`src/rtl/imem_loadable.sv`:
```
// Loadable instruction memory: a boot-load stream fills the RAM, then a registered,
// handshaked fetch port serves the sequencer. Define IMEM_PARITY_EN for per-word parity.
module imem_loadable #(
  parameter int unsigned     OP_W    = 16,
  parameter int unsigned     PC_W    = 8,
  parameter int unsigned     DEPTH   = 256,
  parameter logic [OP_W-1:0] FILL_OP = '0
) (
  input  logic            clk,
  input  logic            rst,
  input  logic            reload,
  input  logic            ld_valid,
  output logic            ld_ready,
  input  logic [OP_W-1:0] ld_data,
  input  logic            ld_last,
  output logic            ld_ovf,
  output logic [PC_W:0]   prog_len,
  output logic            fetch_ready,
  input  logic            fetch_req,
  input  logic [PC_W-1:0] fetch_pc,
  output logic [OP_W-1:0] op,
  output logic            op_valid,
`ifdef IMEM_PARITY_EN
  output logic            par_err,
`endif
  output logic            pc_err
);

`ifdef IMEM_PARITY_EN
  localparam int unsigned MemW = OP_W + 1;
`else
  localparam int unsigned MemW = OP_W;
`endif
  localparam int unsigned AW     = (DEPTH > 1) ? $clog2(DEPTH) : 1;
  localparam logic [PC_W:0] DepthW = (PC_W + 1)'(DEPTH);

  typedef enum logic {StLoad, StRun} state_e;

  state_e          state_q, state_d;
  logic [PC_W:0]   wptr_q, wptr_d;
  logic [PC_W:0]   prog_len_q, prog_len_d;
  logic            ld_ovf_q, ld_ovf_d;
  logic            op_valid_q, op_valid_d;
  logic            src_ok_q, src_ok_d;
  logic            wr_en, fetch_go, in_range, par_bad;
  logic [MemW-1:0] wr_word;
  logic [MemW-1:0] rd_q;
  logic [MemW-1:0] mem [DEPTH];

  assign in_range = {1'b0, fetch_pc} < prog_len_q;

`ifdef IMEM_PARITY_EN
  logic par_err_q, par_err_d;
  assign wr_word = {^ld_data, ld_data};
  // Stored words carry even parity, so any odd reduction means a corrupted word.
  assign par_bad = src_ok_q & (^rd_q);
  assign par_err = par_err_q | (op_valid_q & par_bad);
  assign par_err_d = reload ? 1'b0 : par_err;
`else
  assign wr_word = ld_data;
  assign par_bad = 1'b0;
`endif

  always_comb begin
    state_d    = state_q;
    wptr_d     = wptr_q;
    prog_len_d = prog_len_q;
    ld_ovf_d   = ld_ovf_q;
    src_ok_d   = src_ok_q;
    wr_en      = 1'b0;
    fetch_go   = 1'b0;
    unique case (state_q)
      StLoad: begin
        if (reload) begin
          wptr_d   = '0;
          ld_ovf_d = 1'b0;
        end else if (ld_valid) begin
          if (wptr_q < DepthW) begin
            wr_en  = 1'b1;
            wptr_d = wptr_q + 1'b1;
          end else begin
            ld_ovf_d = 1'b1;
          end
          if (ld_last) begin
            prog_len_d = wr_en ? wptr_q + 1'b1 : wptr_q;
            state_d    = StRun;
          end
        end
      end
      StRun: begin
        if (reload) begin
          state_d  = StLoad;
          wptr_d   = '0;
          ld_ovf_d = 1'b0;
        end else if (fetch_req) begin
          fetch_go = 1'b1;
          src_ok_d = in_range;
        end
      end
      default: state_d = StLoad;
    endcase
    op_valid_d = fetch_go;
  end

  always_ff @(posedge clk or posedge rst) begin
    if (rst) begin
      state_q    <= StLoad;
      wptr_q     <= '0;
      prog_len_q <= '0;
      ld_ovf_q   <= 1'b0;
      op_valid_q <= 1'b0;
      src_ok_q   <= 1'b0;
`ifdef IMEM_PARITY_EN
      par_err_q  <= 1'b0;
`endif
    end else begin
      state_q    <= state_d;
      wptr_q     <= wptr_d;
      prog_len_q <= prog_len_d;
      ld_ovf_q   <= ld_ovf_d;
      op_valid_q <= op_valid_d;
      src_ok_q   <= src_ok_d;
`ifdef IMEM_PARITY_EN
      par_err_q  <= par_err_d;
`endif
    end
  end

  // Plain RAM with one write and one registered read port, no reset, for block RAM mapping.
  always_ff @(posedge clk) begin
    if (wr_en) mem[wptr_q[AW-1:0]] <= wr_word;
    if (fetch_go && in_range) rd_q <= mem[fetch_pc[AW-1:0]];
  end

  assign ld_ready    = (state_q == StLoad);
  assign fetch_ready = (state_q == StRun);
  assign ld_ovf      = ld_ovf_q;
  assign prog_len    = prog_len_q;
  assign op_valid    = op_valid_q;
  assign op          = (src_ok_q & ~par_bad) ? rd_q[OP_W-1:0] : FILL_OP;
  assign pc_err      = op_valid_q & ~(src_ok_q & ~par_bad);

endmodule

```
`config.mk`:
```
export PLATFORM = sky130hd
export DESIGN_NAME = imem_loadable
export DESIGN_NICKNAME = d
export VERILOG_FILES = /design/src/rtl/imem_loadable.sv
export SDC_FILE = /design/constraint.sdc
export NUM_CORES = 2
export LEC_CHECK = 0
export BUFFER_PORTS_ARGS = -buffer_cell sky130_fd_sc_hd__clkbuf_2
export CAP_MARGIN = 20
export CORE_AREA = 10 10 513 515
export DETAILED_ROUTE_END_ITERATION = 10
export DIE_AREA = 0 0 523 525
export HOLD_SLACK_MARGIN = 0.02
export PLACE_DENSITY = 0.79
export SYNTH_ARGS = -nofsm -noshare
export SYNTH_HDL_FRONTEND = slang
export SYNTH_SLANG_ARGS = --single-unit
```
`constraint.sdc`:
```
create_clock -name clk -period 3.3 [get_ports clk]
set_input_delay 0 -clock clk [delete_from_list [all_inputs] [get_ports clk]]
set_output_delay 0 -clock clk [all_outputs]
set_load 0.05 [all_outputs]
```
-- Word-level counts from Yosys, hierarchy flattened
Memory sizes are Yosys's and may differ from the RTL's. A register that Yosys moved wholly into a read port is not among the register bits.
Index checks and enable logic that the tools add are counted.
- register bits: 22
- memories: 1
- output and inout port bits: 30
- word-level logic and storage cells: 52
- bits of input ports: 30
- bits in writable memories: 4096
- muxes and demuxes: 29
- $add $sub $neg: 1
- equal/unequal tests: 4
- reductions and logical operators: 5
- order comparisons: 2
- bitwise operators: 4
- memory list (name ; words ; width ; read ports ; clocked after memory_dff ; write ports ; RTL line ; text):
    mem ; 256 ; 16 ; 1 ; 1 ; 1 ; 48 ; logic [MemW-1:0] mem [DEPTH];
- operators by type and width (operator ; number):
    $mux 9 ; 5
    $mux 1 ; 20
    $pmux 9 s2 ; 1
    $mux 16 ; 1
    $add 9x1->9 const B ; 1
    $lt 8x9->1 ; 1
    $lt 9x9->1 const B ; 1
    $reduce_and 3->1 ; 3
    $ne 3x3->1 const B ; 2
    $pmux 1 s2 ; 2
    $reduce_and 4->1 ; 1
    $ne 3x2->1 const B ; 1
    $not 1->1 ; 3
    $ne 2x2->1 const B ; 1
    $and 1x1->1 ; 1
    $logic_and 1x1->1 ; 1

-- Depth between registers and ports, before layout
- word-level depth: 10
- mapped depth: 12

-- Worst setup path after synthesis
OpenSTA, ideal clock, no wires.
- path kind: register -> register
- start: register state_q (netlist: fetch_ready)
- end: memory mem[198][0] (netlist name), enable pin
- required time: 2912 ps
- path slack: 256 ps
- library setup time: 388 ps
- clock period less this slack: 3044 ps
- cell stages (with the launch flop): 7
- buffers on the path: 1
- arrival: 2656 ps
- cell sequence: dfrtp_1 -> nor2b_1 -> nand2_1 -> nor4b_1 -> nand2_1 -> clkbuf_1 -> nor2_1
- longest elaborated chain between the ends: 3
- RTL lines (item ; RTL line ; text):
    start, declared ; 39 ; state_e state_q, state_d;
    start signal, assigned ; 107 ; state_q <= StLoad;
    start signal, assigned ; 117 ; state_q <= state_d;
    $mux 1 ; 72 ; unique case (state_q)
    $mux 1 ; 131 ; if (wr_en) mem[wptr_q[AW-1:0]] <= wr_word;
    $mux 1 (implied by the code) ; 131 ;
    end, declared ; 48 ;
Every way passes these cells.

-- Worst setup path in the final report
- start: register state_q (netlist: fetch_ready)
- end: memory mem[202][15] (netlist name), enable pin
Same word-level chain as after synthesis.

==> run metrics <==
number of global-route vias before repair between 80000 and 90000; Post-Synth Simple-Gate Area 1.71%; required time of the critical path 3970 ps; TritonRoute pass-1 iters 6; first-pass GRT wire length ~630 mm; initial antenna violation count 24; Final Net Count 8084; capturing point of the worst reg2reg path mem[202][15]; Net Count, Synth around 7300; Setup-failing EPs final 0; area enclosed by the die boundary approximately 270000 µm²; share of the core filled with cells in the final layout 71.3%; Crit path top cell by count sky130_fd_sc_hd__buf_4; actual slew at the worst max-slew pin between 1000 and 1500 ps; VDD IR max around 0.00078 V; share of power burned in registers 53.3%; total congestion overflow after global routing 0; part of the Yosys area used for sequential elements roughly four fifths; core box area roughly 250000 µm²; number of cells in the design after placement 11000; maximum clock frequency approximately 310 MHz; vias per inst around 7.2; post-synthesis cell type count 46; worst-path cell chain nor2b_1 -> nand2_1 -> nor4b_1 -> buf_4 -> nand2_2 -> buf_4 -> nor2_2 -> buf_12; Port Buf Inserts 59; global routing usage summed across all routing layers a little under a third; share of the clock period used by the worst path after layout a little under 100%; insertion delay of the later-clocked pin in the worst-skew pair about 1000 ps; worst rel slew slack between 10% and 20%; Pwr Total roughly 110 mW; worst slack after detailed placement -239 ps; endpoint type of the worst setup path register; layout cell share with drive strength beyond 1 approximately a quarter; power dissipated by switching net loads roughly 23 mW; maximum root-to-sink buffer count 4; cell count after synthesis roughly 7300; routed vias 84200; main combinational cell family by area after synthesis multiplexers; pin count of the biggest net entering global routing 141; Die Y-Extent between 500 and 600 µm; worst reg2reg path depth 8; post-route standard cell area excluding fillers ~180000 µm²; number of buffers created by CTS between 400 and 500; Top FF cell, synth sky130_fd_sc_hd__edfxtp_1; part of the power in the clock network 41.6%; Final Wtd Congestion 0.900; number of clock sinks around 4100; Pwr Density ~600 nW/µm²; final setup skew around 120 ps; number of pins exceeding their max-slew limit in the final report 0; Cell Count, Final, Fillers Out 11700; Routed Wire Length 441 mm; cell at the root of the clock tree sky130_fd_sc_hd__clkbuf_16; number of synthesized register bits approximately 4100; DRC errors left 0; worst hold path class in -> reg; EDFF count, synth just over 4000; number of endpoints with negative hold slack in the final report 0; setup repair after global routing missed its margin false; Detail Route Antenna Nets 0; proportion of total power due to net switching between 20% and 30%; hold_sp ld_data[1]; Initial Util 62.5%; post-route worst setup slack 119 ps; hold path cells 2; share of synthesized registers carrying an async set or reset 0.532%; setup TNS after final layout 0 ps; area share of xor/xnor cells in the synthesized design less than 1%; mean instance size in the synthesized netlist around 22 µm²; Synth warnings 0; standard cell area after detailed placement ~170000 µm²; IO Count 60; CTS tree built; Area contributors post-synth sky130_fd_sc_hd__edfxtp_1, sky130_fd_sc_hd__mux4_2, sky130_fd_sc_hd__mux2i_1; R2R Setup Slk ~120 ps; fraction of post-synthesis cell area in the top cell type by area between 70% and 80%; compound-gate portion of the synthesized area 3.10%; launching element type of the critical path register; Core Rows around 190; Reg clk slew, reported paths about 60 ps; top cell type by total area after synthesis sky130_fd_sc_hd__edfxtp_1; Routed wire per std cell 37.5 µm; area overhead of the layout relative to synthesis 14.0%; DPL Wire Length about 240 mm; area of the mapped netlist 158000 µm²; iteration-0 DRC count of the detailed router roughly 15000; Critical-path top delay cell sky130_fd_sc_hd__nor2_2; status completed; worst hold margin 28.2 ps; final period demand of the worst path between 3000 and 4000 ps; H-tree lvl count 5; maximum fanout count along the critical path 17; worst reg2reg path startpoint fetch_ready; combinational share of power ~5.0%; Max-cap violations 0; Post-CTS Repair Setup Buffers 0; standby leakage power 58.4 nW; maximum cell stage delay along the critical path between 400 and 500 ps; internal power component roughly 85 mW; horizontal die dimension roughly 520 µm; Synth Area in Adders less than 1%; proportion of synthesized area in mux cells between 10% and 20%; critical path arrival just under 4000 ps; Endpoint, Worst Hold mem[10][1]; start-to-end type of the worst setup path reg -> reg
==> how the worst max path moves through the flow <==
stage                 from            to  slack [ps]  depth (start not counted)
3_5_place_dp   fetch_pc[0]       rd_q[0]        -240                          7
2_1_floorplan  fetch_ready   mem[198][0]         260                          6
6_report       fetch_ready  mem[202][15]         120                          8
4_1_cts          mem[3][0]       rd_q[0]         290                          4
3_3_place_gp   fetch_pc[0]       rd_q[0]        -220                          8
5_1_grt        fetch_ready   mem[208][4]          60                          7
==> flip-flops by register name, summed over array words and instances (netlist names) <==
register and flops:
fetch_ready 1, ld_ovf 1, mem 4096, op_valid 1, prog_len 9, rd_q 16, src_ok_q 1, wptr_q 9
==> metal layers <==
| metal | vias to the layer above | track usage, % | routed length (µm) |
|---|---|---|---|
| li1 | 32200 | - | - |
| met1 | 43000 | 40.7 | 139000 |
| met2 | 7496 | 50.6 | 213000 |
| met3 | 1478 | 7.79 | 56500 |
| met4 | 10 | 18.6 | 31900 |
| met5 | - | 0 | 71 |
==> repair_timing <==
action                                  in CTS  in global routing
endpoints found under the hold margin     3881                  0
gates resized for setup                      0                  1
endpoints found under the setup margin       0                  2
hold buffers                                30                  0
==> Yosys cell counts, types with 45 or more instances <==
library cell,number
sky130_fd_sc_hd__nand2_1,45
sky130_fd_sc_hd__edfxtp_1,4112
sky130_fd_sc_hd__mux2i_1,546
sky130_fd_sc_hd__mux4_2,816
sky130_fd_sc_hd__o22ai_1,290
sky130_fd_sc_hd__a22o_1,96
sky130_fd_sc_hd__buf_2,83
sky130_fd_sc_hd__buf_4,65
sky130_fd_sc_hd__nor3_1,45
sky130_fd_sc_hd__a22oi_1,112
sky130_fd_sc_hd__nor4_1,65
sky130_fd_sc_hd__clkbuf_1,191
sky130_fd_sc_hd__nor2_1,340
sky130_fd_sc_hd__buf_6,55
sky130_fd_sc_hd__a31oi_1,50
==> critical path, delay by kind of cell (launching register included) <==
family,cells,cell delay [ps]
buffers and inverters,3,770
DFF,1,440
and+or+nand+nor,5,1560
==> power by group through the flow <==
stage | Combinational [mW] | Clock, mW | Sequential, mW
floorplan | 2.69 | 0 | 58.9
global placement | 5.05 | 0 | 58.9
detailed placement | 5.20 | 0 | 58.9
CTS | 5.34 | 45.1 | 57.8
global route | 5.60 | 47.1 | 57.8
finish | 5.46 | 45.1 | 57.8
==> layout by cell type, fill, tap and decap left out, types with 22 or more instances in the layout <==
| cell type | Yosys | layout |
|---|---|---|
| sky130_fd_sc_hd__a21oi_1 | 39 | 39 |
| sky130_fd_sc_hd__nor4_1 | 65 | 64 |
| sky130_fd_sc_hd__edfxtp_1 | 4112 | 4112 |
| sky130_fd_sc_hd__mux2i_1 | 546 | 546 |
| sky130_fd_sc_hd__o22ai_1 | 290 | 290 |
| sky130_fd_sc_hd__a31oi_1 | 50 | 50 |
| sky130_fd_sc_hd__clkbuf_1 | 191 | 79 |
| sky130_fd_sc_hd__diode_2 | 0 | 22 |
| sky130_fd_sc_hd__clkinv_1 | 0 | 96 |
| sky130_fd_sc_hd__nand2_1 | 45 | 37 |
| sky130_fd_sc_hd__dlygate4sd3_1 | 0 | 30 |
| sky130_fd_sc_hd__buf_4 | 65 | 613 |
| sky130_fd_sc_hd__a22oi_1 | 112 | 112 |
| sky130_fd_sc_hd__clkbuf_16 | 0 | 412 |
| sky130_fd_sc_hd__buf_12 | 2 | 106 |
| sky130_fd_sc_hd__bufinv_16 | 0 | 35 |
| sky130_fd_sc_hd__clkinv_2 | 0 | 60 |
| sky130_fd_sc_hd__nor3_1 | 45 | 40 |
| sky130_fd_sc_hd__dfrtp_1 | 22 | 22 |
| sky130_fd_sc_hd__o211ai_1 | 28 | 28 |
| sky130_fd_sc_hd__o21ai_0 | 35 | 34 |
| sky130_fd_sc_hd__clkbuf_2 | 0 | 39 |
| sky130_fd_sc_hd__a22o_1 | 96 | 96 |
| sky130_fd_sc_hd__a221oi_1 | 32 | 32 |
| sky130_fd_sc_hd__nor2_1 | 340 | 325 |
| sky130_fd_sc_hd__mux4_2 | 816 | 816 |
==> layout make-up <==
cell class,instances,area (µm²)
tap,3366,4210
sequential,4134,124000
clock inverter,218,2000
inverter,16,60.1
antenna,22,55.1
fill,13300,72700
timing repair buffer,807,7490
clock buffer,496,10700
multi-input combinational,2675,31800
==> cell families after synthesis <==
logic type               after synthesis
buffers and inverters                444
AO/OA/AOI/OAI                        703
XOR/XNOR                               9
flip-flops                          4134
AND/OR/NAND/NOR                      589
multiplexers                        1362
adder cells (fa/ha/maj)               12
Note: power is estimated with default switching activity, not from simulation.
